--- src/rtl/dp_convert_iter.sv ---
`default_nettype none
// +--------------------------------------------------------------------------+
// | Module   : dp_convert_iter                                               |
// | Purpose  : Multi-cycle binary64 -> FP32 / INT32 / UINT32 converter with  |
// |            IEEE rounding and exception flags. A bounded right-shifter    |
// |            aligns the significand over several cycles.                   |
// | Params   : SHIFT_STEP - max right-shift distance per ALIGN cycle (1..56) |
// | Macro    : DP_CVT_BARREL_EN - align in one cycle (full N-bit shift)     |
// | Ports    : clk, rst_n (async, active-low)                                |
// |            in_valid/in_ready, operand_in[63:0], output_type[1:0],        |
// |            rounding_mode[2:0] - request side                             |
// |            out_valid/out_ready, result[31:0], flag_invalid,              |
// |            flag_overflow, flag_underflow, flag_inexact - response side   |
// | Revision : 1.0 - initial release                                         |
// +--------------------------------------------------------------------------+
module dp_convert_iter #(
   parameter int SHIFT_STEP = 8
) (
   input  logic        clk,
   input  logic        rst_n,
   input  logic        in_valid,
   output logic        in_ready,
   input  logic [63:0] operand_in,
   input  logic [1:0]  output_type,
   input  logic [2:0]  rounding_mode,
   output logic        out_valid,
   input  logic        out_ready,
   output logic [31:0] result,
   output logic        flag_invalid,
   output logic        flag_overflow,
   output logic        flag_underflow,
   output logic        flag_inexact
);

   typedef enum logic [1:0] {
      ST_IDLE  = 2'd0,
      ST_ALIGN = 2'd1,
      ST_ROUND = 2'd2,
      ST_DONE  = 2'd3
   } state_t;

   localparam logic [2:0] c_rne = 3'd0;
   localparam logic [2:0] c_rdn = 3'd2;
   localparam logic [2:0] c_rup = 3'd3;
   localparam logic [2:0] c_rmm = 3'd4;

   state_t      r_state;
   logic        r_in_ready, r_out_valid;
   logic [31:0] r_result;
   logic [3:0]  r_flags;          // {NV, OF, UF, NX}
   logic        r_sign, r_tiny;
   logic [10:0] r_exp;
   logic [1:0]  r_type;
   logic [2:0]  r_rm;
   logic [55:0] r_work;           // {sig53, G, R, S}
   logic [5:0]  r_rem;

   // Overflow response: max finite magnitude when rounding toward zero for
   // this sign, infinity otherwise. Unlisted modes behave as RTZ.
   function automatic logic [31:0] fp32_ovf(input logic sign, input logic [2:0] rm);
      logic to_inf;
      to_inf = (rm == c_rne) || (rm == c_rmm) || ((rm == c_rdn) && sign) ||
               ((rm == c_rup) && !sign);
      return to_inf ? {sign, 8'hFF, 23'd0} : {sign, 31'h7F7F_FFFF};
   endfunction

   function automatic logic [31:0] sat_int(input logic sign, input logic uns);
      if (uns) return sign ? 32'h0000_0000 : 32'hFFFF_FFFF;
      else     return sign ? 32'h8000_0000 : 32'h7FFF_FFFF;
   endfunction

   // ---------------- capture-side decode ----------------
   logic        w_sign, w_fp32, w_rsvd, w_uns;
   logic [10:0] w_exp, w_exp_eff;
   logic [51:0] w_frac;
   logic [52:0] w_sig;
   logic        w_is_nan, w_is_inf, w_is_zero;
   logic [11:0] w_n_raw;
   logic [5:0]  w_n;

   assign w_sign    = operand_in[63];
   assign w_exp     = operand_in[62:52];
   assign w_frac    = operand_in[51:0];
   assign w_exp_eff = (w_exp == 11'd0) ? 11'd1 : w_exp;
   assign w_sig     = {(w_exp != 11'd0), w_frac};
   assign w_is_nan  = (&w_exp) && (|w_frac);
   assign w_is_inf  = (&w_exp) && !(|w_frac);
   assign w_is_zero = (w_exp == 11'd0) && !(|w_frac);
   assign w_fp32    = (output_type == 2'b00);
   assign w_rsvd    = (output_type == 2'b01);
   assign w_uns     = output_type[0];

   // Total alignment distance; anything beyond 56 lands entirely in sticky.
   always_comb begin
      if (w_fp32)
         w_n_raw = (w_exp_eff >= 11'd897) ? 12'd29 : (12'd926 - {1'b0, w_exp_eff});
      else
         w_n_raw = 12'd1075 - {1'b0, w_exp_eff};
   end
   assign w_n = (w_n_raw > 12'd56) ? 6'd56 : w_n_raw[5:0];

   logic        w_special;
   logic [31:0] w_sp_result;
   logic [3:0]  w_sp_flags;

   always_comb begin
      w_special   = 1'b1;
      w_sp_result = 32'd0;
      w_sp_flags  = 4'b0000;
      if (w_rsvd) begin
         w_sp_flags = 4'b1000;
      end else if (w_is_nan) begin
         if (w_fp32) begin
            w_sp_result = 32'h7FC0_0000;
            w_sp_flags  = {~w_frac[51], 3'b000};
         end else begin
            w_sp_result = w_uns ? 32'hFFFF_FFFF : 32'h7FFF_FFFF;
            w_sp_flags  = 4'b1000;
         end
      end else if (w_is_inf) begin
         if (w_fp32) begin
            w_sp_result = {w_sign, 8'hFF, 23'd0};
         end else begin
            w_sp_result = sat_int(w_sign, w_uns);
            w_sp_flags  = 4'b1000;
         end
      end else if (w_is_zero) begin
         w_sp_result = w_fp32 ? {w_sign, 31'd0} : 32'd0;
      end else if (!w_fp32 && (w_exp > 11'd1054)) begin
         w_sp_result = sat_int(w_sign, w_uns);
         w_sp_flags  = 4'b1000;
      end else if (w_fp32 && (w_exp >= 11'd1151)) begin
         w_sp_result = fp32_ovf(w_sign, rounding_mode);
         w_sp_flags  = 4'b0101;
      end else begin
         w_special = 1'b0;
      end
   end

   // ---------------- alignment step ----------------
   logic [5:0]  w_amt;
   logic [55:0] w_shifted;
   logic        w_lost;

`ifdef DP_CVT_BARREL_EN
   assign w_amt = r_rem;
`else
   localparam logic [5:0] c_step = 6'(SHIFT_STEP);
   assign w_amt = (r_rem > c_step) ? c_step : r_rem;
`endif

   assign w_shifted = r_work >> w_amt;
   // Bits pushed out below the new S position collapse into S.
   assign w_lost    = |(r_work & ~({56{1'b1}} << w_amt));

   // ---------------- rounding ----------------
   logic [52:0] w_kept;
   logic        w_g, w_r, w_s, w_nx, w_up;
   logic [53:0] w_rnd;
   logic [11:0] w_bexp;
   logic [31:0] w_rd_result;
   logic [3:0]  w_rd_flags;

   assign w_kept = r_work[55:3];
   assign w_g    = r_work[2];
   assign w_r    = r_work[1];
   assign w_s    = r_work[0];
   assign w_nx   = w_g | w_r | w_s;

   always_comb begin
      case (r_rm)
         c_rne:   w_up = w_g & (w_kept[0] | w_r | w_s);
         c_rmm:   w_up = w_g;
         c_rup:   w_up = w_nx & ~r_sign;
         c_rdn:   w_up = w_nx & r_sign;
         default: w_up = 1'b0;
      endcase
   end

   assign w_rnd  = {1'b0, w_kept} + {53'd0, w_up};
   // A carry out of the 24-bit significand bumps the exponent.
   assign w_bexp = {1'b0, r_exp} - 12'd896 + {11'd0, w_rnd[24]};

   always_comb begin
      w_rd_result = 32'd0;
      w_rd_flags  = {3'b000, w_nx};
      if (r_type == 2'b00) begin
         if (r_tiny) begin
            // Carry into bit 23 naturally yields biased exponent 1.
            w_rd_result = {r_sign, 7'd0, w_rnd[23:0]};
            w_rd_flags  = {2'b00, w_nx, w_nx};
         end else if (w_bexp >= 12'd255) begin
            w_rd_result = fp32_ovf(r_sign, r_rm);
            w_rd_flags  = 4'b0101;
         end else begin
            w_rd_result = {r_sign, w_bexp[7:0], w_rnd[22:0]};
         end
      end else if (!r_type[0]) begin
         if (r_sign ? (w_rnd > 54'h0_8000_0000) : (w_rnd > 54'h0_7FFF_FFFF)) begin
            w_rd_result = sat_int(r_sign, 1'b0);
            w_rd_flags  = 4'b1000;
         end else begin
            w_rd_result = r_sign ? (32'd0 - w_rnd[31:0]) : w_rnd[31:0];
         end
      end else begin
         if (r_sign && (w_rnd != 54'd0)) begin
            w_rd_result = 32'd0;
            w_rd_flags  = 4'b1000;
         end else if (w_rnd > 54'h0_FFFF_FFFF) begin
            w_rd_result = 32'hFFFF_FFFF;
            w_rd_flags  = 4'b1000;
         end else begin
            w_rd_result = w_rnd[31:0];
         end
      end
   end

   // ---------------- control ----------------
   always_ff @(posedge clk or negedge rst_n) begin
      if (!rst_n) begin
         r_state     <= ST_IDLE;
         r_in_ready  <= 1'b1;
         r_out_valid <= 1'b0;
         r_result    <= 32'd0;
         r_flags     <= 4'b0000;
         r_sign      <= 1'b0;
         r_tiny      <= 1'b0;
         r_exp       <= 11'd0;
         r_type      <= 2'b00;
         r_rm        <= 3'd0;
         r_work      <= 56'd0;
         r_rem       <= 6'd0;
      end else begin
         case (r_state)
            ST_IDLE: begin
               if (in_valid) begin
                  r_in_ready <= 1'b0;
                  r_sign     <= w_sign;
                  r_exp      <= w_exp_eff;
                  r_type     <= output_type;
                  r_rm       <= rounding_mode;
                  r_tiny     <= w_fp32 && (w_exp_eff < 11'd897);
                  r_work     <= {w_sig, 3'b000};
                  r_rem      <= w_n;
                  if (w_special) begin
                     r_result    <= w_sp_result;
                     r_flags     <= w_sp_flags;
                     r_out_valid <= 1'b1;
                     r_state     <= ST_DONE;
                  end else begin
                     r_state <= ST_ALIGN;
                  end
               end
            end
            ST_ALIGN: begin
               r_work <= {w_shifted[55:1], w_shifted[0] | w_lost};
               r_rem  <= r_rem - w_amt;
               if (r_rem == w_amt) r_state <= ST_ROUND;
            end
            ST_ROUND: begin
               r_result    <= w_rd_result;
               r_flags     <= w_rd_flags;
               r_out_valid <= 1'b1;
               r_state     <= ST_DONE;
            end
            ST_DONE: begin
               if (out_ready) begin
                  r_out_valid <= 1'b0;
                  r_in_ready  <= 1'b1;
                  r_state     <= ST_IDLE;
               end
            end
            default: r_state <= ST_IDLE;
         endcase
      end
   end

   assign in_ready       = r_in_ready;
   assign out_valid      = r_out_valid;
   assign result         = r_result;
   assign flag_invalid   = r_flags[3];
   assign flag_overflow  = r_flags[2];
   assign flag_underflow = r_flags[1];
   assign flag_inexact   = r_flags[0];

endmodule
`default_nettype wire

--- config.mk ---
export PLATFORM = sky130hd
export DESIGN_NAME = dp_convert_iter
export DESIGN_NICKNAME = d
export VERILOG_FILES = /design/src/rtl/dp_convert_iter.sv
export SDC_FILE = /design/constraint.sdc
export NUM_CORES = 1
export LEC_CHECK = 0
export CAP_MARGIN = 15
export CORE_ASPECT_RATIO = 1.2
export CORE_MARGIN = 2
export CORE_UTILIZATION = 65
export CTS_CLUSTER_DIAMETER = 60
export CTS_CLUSTER_SIZE = 20
export DETAILED_ROUTE_END_ITERATION = 6
export GPL_ROUTABILITY_DRIVEN = 1
export PLACE_DENSITY = 0.89
export SYNTH_ARGS = -nofsm -noshare
export SYNTH_HDL_FRONTEND = slang
export SYNTH_SLANG_ARGS = --single-unit
--- constraint.sdc ---
create_clock -name clk -period 10.3 [get_ports clk]
set_input_delay 3.09 -clock clk [delete_from_list [all_inputs] [get_ports clk]]
set_output_delay 3.09 -clock clk [all_outputs]
set_load 0.005 [all_outputs]
# == Word-level counts from Yosys, hierarchy flattened ==
# Index checks and enable logic that the tools add are counted.
# word_totals
word_cells,174
ff_bits,120
output_inout_bits,38
in_bits,73
# op_classes
n_addsub,7
order_cmp,10
reduce_logical,42
n_shift,2
mux,74
bitwise,12
eq_ne,15
# op_table
op,count
32-bit two-way mux,22
56-bit case mux with 2 select lines,1
"54-bit by 32-bit greater-than comparator with 1-bit output, second input constant",2
32-bit case mux with 2 select lines,1
31-bit two-way mux,2
56-bit AND,1
4-bit two-way mux,14
56-bit two-way mux,1
56-bit NOT,1
56-bit OR reduction,1
"56-bit by 6-bit left shift with 56-bit output, first input constant",1
56-bit by 6-bit >> shifter with 56-bit output,1
53-bit by 1-bit adder with 54-bit output,1
"54-bit by 31-bit greater-than comparator with 1-bit output, second input constant",1
54-bit nonzero test,1
52-bit OR reduction,1
24-bit two-way mux,2
"1-bit by 32-bit subtractor with 32-bit output, first input constant",1
12-bit two-way mux,2
6-bit two-way mux,3
12-bit by 1-bit adder with 12-bit output,1
"3-bit by 2-bit equality test with 1-bit output, second input constant",4
"12-bit by 8-bit greater-or-equal comparator with 1-bit output, second input constant",1
"12-bit by 6-bit greater-than comparator with 1-bit output, second input constant",1
40 further kinds,95

# == Logic depth before layout (Yosys ltp) ==
# logic_depth
depth_word,14
depth_mapped,27

# == Worst setup path before layout ==
# No wires, ideal clock.
# synth_timing
path_type,input-to-reg
startpoint,input operand_in[54]
endpoint,register r_rem[2]
t_required_ns,10.174
arrival_time_ns,5.679
cell_stages,16
setup_slack_ns,4.495
cell_sequence,clkbuf_1 > inv_1 > ha_1 > nor2b_1 > nand4_1 > nand2b_1 > ha_1 > nand2_1 > nand4_1 > a21o_1 > o311ai_0 > o21ai_0 > nor2b_1 > a31oi_1 > and2_1 > a221o_1
# synth_between
elab_chain_len,9
# synth_rtl
item,line_no,source
start: declaration,23,"input logic [63:0] operand_in,"
11-bit logical NOT (*),84,assign w_exp_eff = (w_exp == 11'd0) ? 11'd1 : w_exp;
11-bit two-way mux (*),84,
net w_exp_eff[0],74,"logic [10:0] w_exp, w_exp_eff;"
10-bit by 11-bit subtractor with 12-bit output / 11-bit by 10-bit greater-or-equal comparator with 1-bit output (equally long branches),96,"w_n_raw = (w_exp_eff >= 11'd897) ? 12'd29 : (12'd926 - {1'b0, w_exp_eff});"
12-bit two-way mux,96,
12-bit two-way mux (*),95,if (w_fp32)
12-bit by 6-bit greater-than comparator with 1-bit output,100,assign w_n = (w_n_raw > 12'd56) ? 6'd56 : w_n_raw[5:0];
6-bit two-way mux (*),100,
6-bit two-way mux (*),236,if (in_valid) begin
6-bit case mux with 2 select lines (*),234,case (r_state)
end signal: assignment,244,r_rem <= w_n;
end signal: assignment,257,r_rem <= r_rem - w_amt;
end: declaration,56,logic [5:0] r_rem;
# The timed path passes the listed nets; every way through them passes the cells marked *. The select of a mux whose other input is x is not followed.
# A chain may end at the register's enable or synchronous reset.

# == Final worst setup path ==
# layout_timing
startpoint,input operand_in[15]
endpoint,register r_result[15] (netlist: result[15])
# layout_between
elab_chain_len,10
# layout_rtl
item,line_no,source
52-bit OR reduction (*),"86, 87, 88",
1-bit logical NOT,"87, 88",
1-bit logical AND,88,assign w_is_zero = (w_exp == 11'd0) && !(|w_frac);
32-bit two-way mux,127,end else if (w_is_zero) begin
32-bit two-way mux,120,end else if (w_is_inf) begin
32-bit two-way mux,112,end else if (w_is_nan) begin
32-bit two-way mux,110,if (w_rsvd) begin
32-bit two-way mux,245,if (w_special) begin
32-bit two-way mux,236,
32-bit case mux with 2 select lines,234,
end signal: assignment,246,r_result <= w_sp_result;
end signal: assignment,261,r_result <= w_rd_result;
end: declaration,49,logic [31:0] r_result;
# Mark *: on every way between the ends. The rest lies on a longest branch, timed or not. The select of a mux whose other input is x is not followed.

==> results.toml <==
[critical_path]
startpoint_type = "input port"
slowest_stage = "nor4_1"
cp.arrival_ps = 7830
r2r_cells = 20
slowest_delay_ps = 950
required_ps = 10610
path_cells = "clkdlybuf4s50_1, nor4_1, nand4_1, nor4_1, a211oi_1, a21oi_4, buf_4, o21a_1, buf_4, nor3b_4, inv_2, o311a_1"
worstSetupEndpointType = "register"
path_class = "input port to register"
path_max_fanout = 49

[global_routing]
grt_antenna_before_repair = 0
globalRouteOverflowTotal = 0
grt_pass1_wl_mm = 64.7
grt_pass1_vias = 12300
grt_util_all_layers = 0.406
grt_max_degree = 91

[clocking]
holdBufCountCts = 0
clk_latency_ps = 430
post-cts-setup-buffers = 0
htreeDepth = 4
cts_buffer_depth = 2
cts_tree = "done"
cts.clk_slew.worst_paths_ps = 60
cts_resized = 0
clock_sinks = 120
cts_buffers = 17
cts_root_buffer = "clkbuf_16"

[routing]
ant_nets = 0
drt_first_pass_iters = 6
routedWlPerCell_um = 21.0
routed_wl_mm = 40.5
route.detailed.drc = 0
viasPerCell = 6.98
drt_iter0_drc = 1890
via_count = 13400

[layout]
final_layout_size_suffix_gt1_frac = 0.0654
fillers = 1485
nets = 1744
final_area_um2 = 13800
area.growth.synth_to_final_pct = 12.8
n_antenna_cell = 0

[yosys]
synth-edff-count = 0
synthesis.instances = 1655
synth_top_cell_by_area = "dfrtp_1"
async_reset_ff_frac = 1.00
ys_seq_area_frac = 0.245
synth.most_common_cell = "nand2_1"
synth_fp_nets = 1745
yosys_warnings = 0
ys_top_cells_by_count = "nand2_1, o21ai_0, nor2_1"
synthFlopType = "dfrtp_1"
synth-seq-cells = 120
synth_top_area_share = 0.243
netlist_area_um2 = 12300
syn_area_per_cell_um2 = 7.41
ys_top_cells_by_area = "dfrtp_1, mux2i_1, nand2_1"
synthDistinctLibCells = 88

[floorplanning]
io_pins = 111
start_util = 0.658
die_h_um = 154
dieWidth_um = 129
dieArea_um2 = 20000
core_area_um2 = 18600
floorplan.rows = 55

[power_and_ir_drop]
power_density_nw_per_um2 = 313
p_leak_nw = 5.57
power.total_mw = 4.33
vdd_drop_max_mv = 0.259

[sta]
final.period_utilization = 0.730
worstMarginPinSlew_ps = 1260
finalHoldViolations = 0
skew_ps = 9.45
slew_headroom = 0.155
post-route-min-period_ps = 7520
timing.fmax_mhz = 133
rsz0062_at_grt = "false"
setup_viol = 0
slew_viol_final = 0
tns_ps = 0

[place]
placed_area_um2 = 13200
port_buffers = 110
hpwl_mm = 29.3
place_congestion = 1.00

[worst_hold_path]
worstHoldPathType = "register to register"
whs_path_depth = 1

[run]
maxCapViolCount = 0

[status]
outcome = "complete, no violations"
critical path: cells and delay by family:
kind / cells / cell delay (ps)
AND/OR/NAND/NOR: 4 / 2480
buffers and inverters: 4 / 1170
AO/OA/AOI/OAI: 4 / 1050
where the power goes:
part           internal, mW  switching, mW  leakage, nW
sequential            0.711          0.406         1.45
combinational          1.00           1.57         3.83
clock                 0.389          0.245        0.291
total                  2.10           2.22         5.57
flip-flops by register name, indices dropped and copies added, names as in the netlist, 2 cells and up:
name / count
r_flags: 4
r_type: 2
r_state: 2
result: 32
r_rem: 6
r_rm: 3
r_work: 56
r_exp: 11
stage by stage:
stage	hold WS (ps)	worst slack (ps)	instances	util
after floorplan	464	4500	1655	-
after global placement	491	2570	1890	0.707
after detailed placement	509	2450	1890	0.707
after CTS	522	2900	1922	0.740
after global routing	540	2690	1923	0.742
final	522	2780	1923	0.742
area by class of cell:
cell class | instances | area, um2 | share of cell area
Timing Repair Buffer | 126 | 1240 | 0.0896
Clock inverter | 13 | 170 | 0.0123
Sequential cell | 120 | 3000 | 0.217
Inverter | 30 | 113 | 0.00814
Multi-Input combinational cell | 1359 | 8540 | 0.618
Clock buffer | 19 | 443 | 0.0320
Tap cell | 256 | 320 | 0.0232
final timing paths:
path                                       from                     end  slack, ps
setup / recovery                 operand_in[15]  result[15]$_DFFE_PN0P_       2780
hold / removal             r_exp[0]$_DFFE_PN0P_    r_exp[0]$_DFFE_PN0P_        520
setup reg to reg             r_sign$_DFFE_PN0P_   result[2]$_DFFE_PN0P_       3570
hold reg to reg            r_exp[0]$_DFFE_PN0P_    r_exp[0]$_DFFE_PN0P_        520
max in group asynchronous                 rst_n  r_work[18]$_DFFE_PN0P_       6200
min in group asynchronous                 rst_n    r_exp[9]$_DFFE_PN0P_       2650
per-layer routing:
| layer | GRT usage | share of wire |
|---|---|---|
| met3 | 0.0837 | 0.091 |
| met5 | 0.00256 | 0 |
| met1 | 0.511 | 0.38 |
| met2 | 0.646 | 0.46 |
| met4 | 0.228 | 0.066 |
placed cells by master, fill, tap and decap left out, types with 17 or more instances in the layout:
master and n:
a21oi_1 107, nor3_1 44, nor4_1 38, nand3_1 55
a211oi_1 38, nand2_1 217, xor2_1 19, o21ai_0 153
ha_1 17, a31oi_1 37, mux2i_1 136, nor2_1 151
dfrtp_1 119, clkbuf_16 17, clkdlybuf4s50_1 109, o31ai_1 18
xnor2_1 32, inv_1 26, nand4_1 30
cell families after synthesis:
family          after synthesis  share of synthesized area
flops                       120                      0.245
xor+xnor                     51                     0.0364
compound gates              472                      0.244
fa+ha+maj                    18                     0.0182
mux                         151                      0.125
simple gates                666                      0.271
buf+inv                     176                     0.0606
other cells                   1                   0.000306
(Power assumes the default switching activity.)
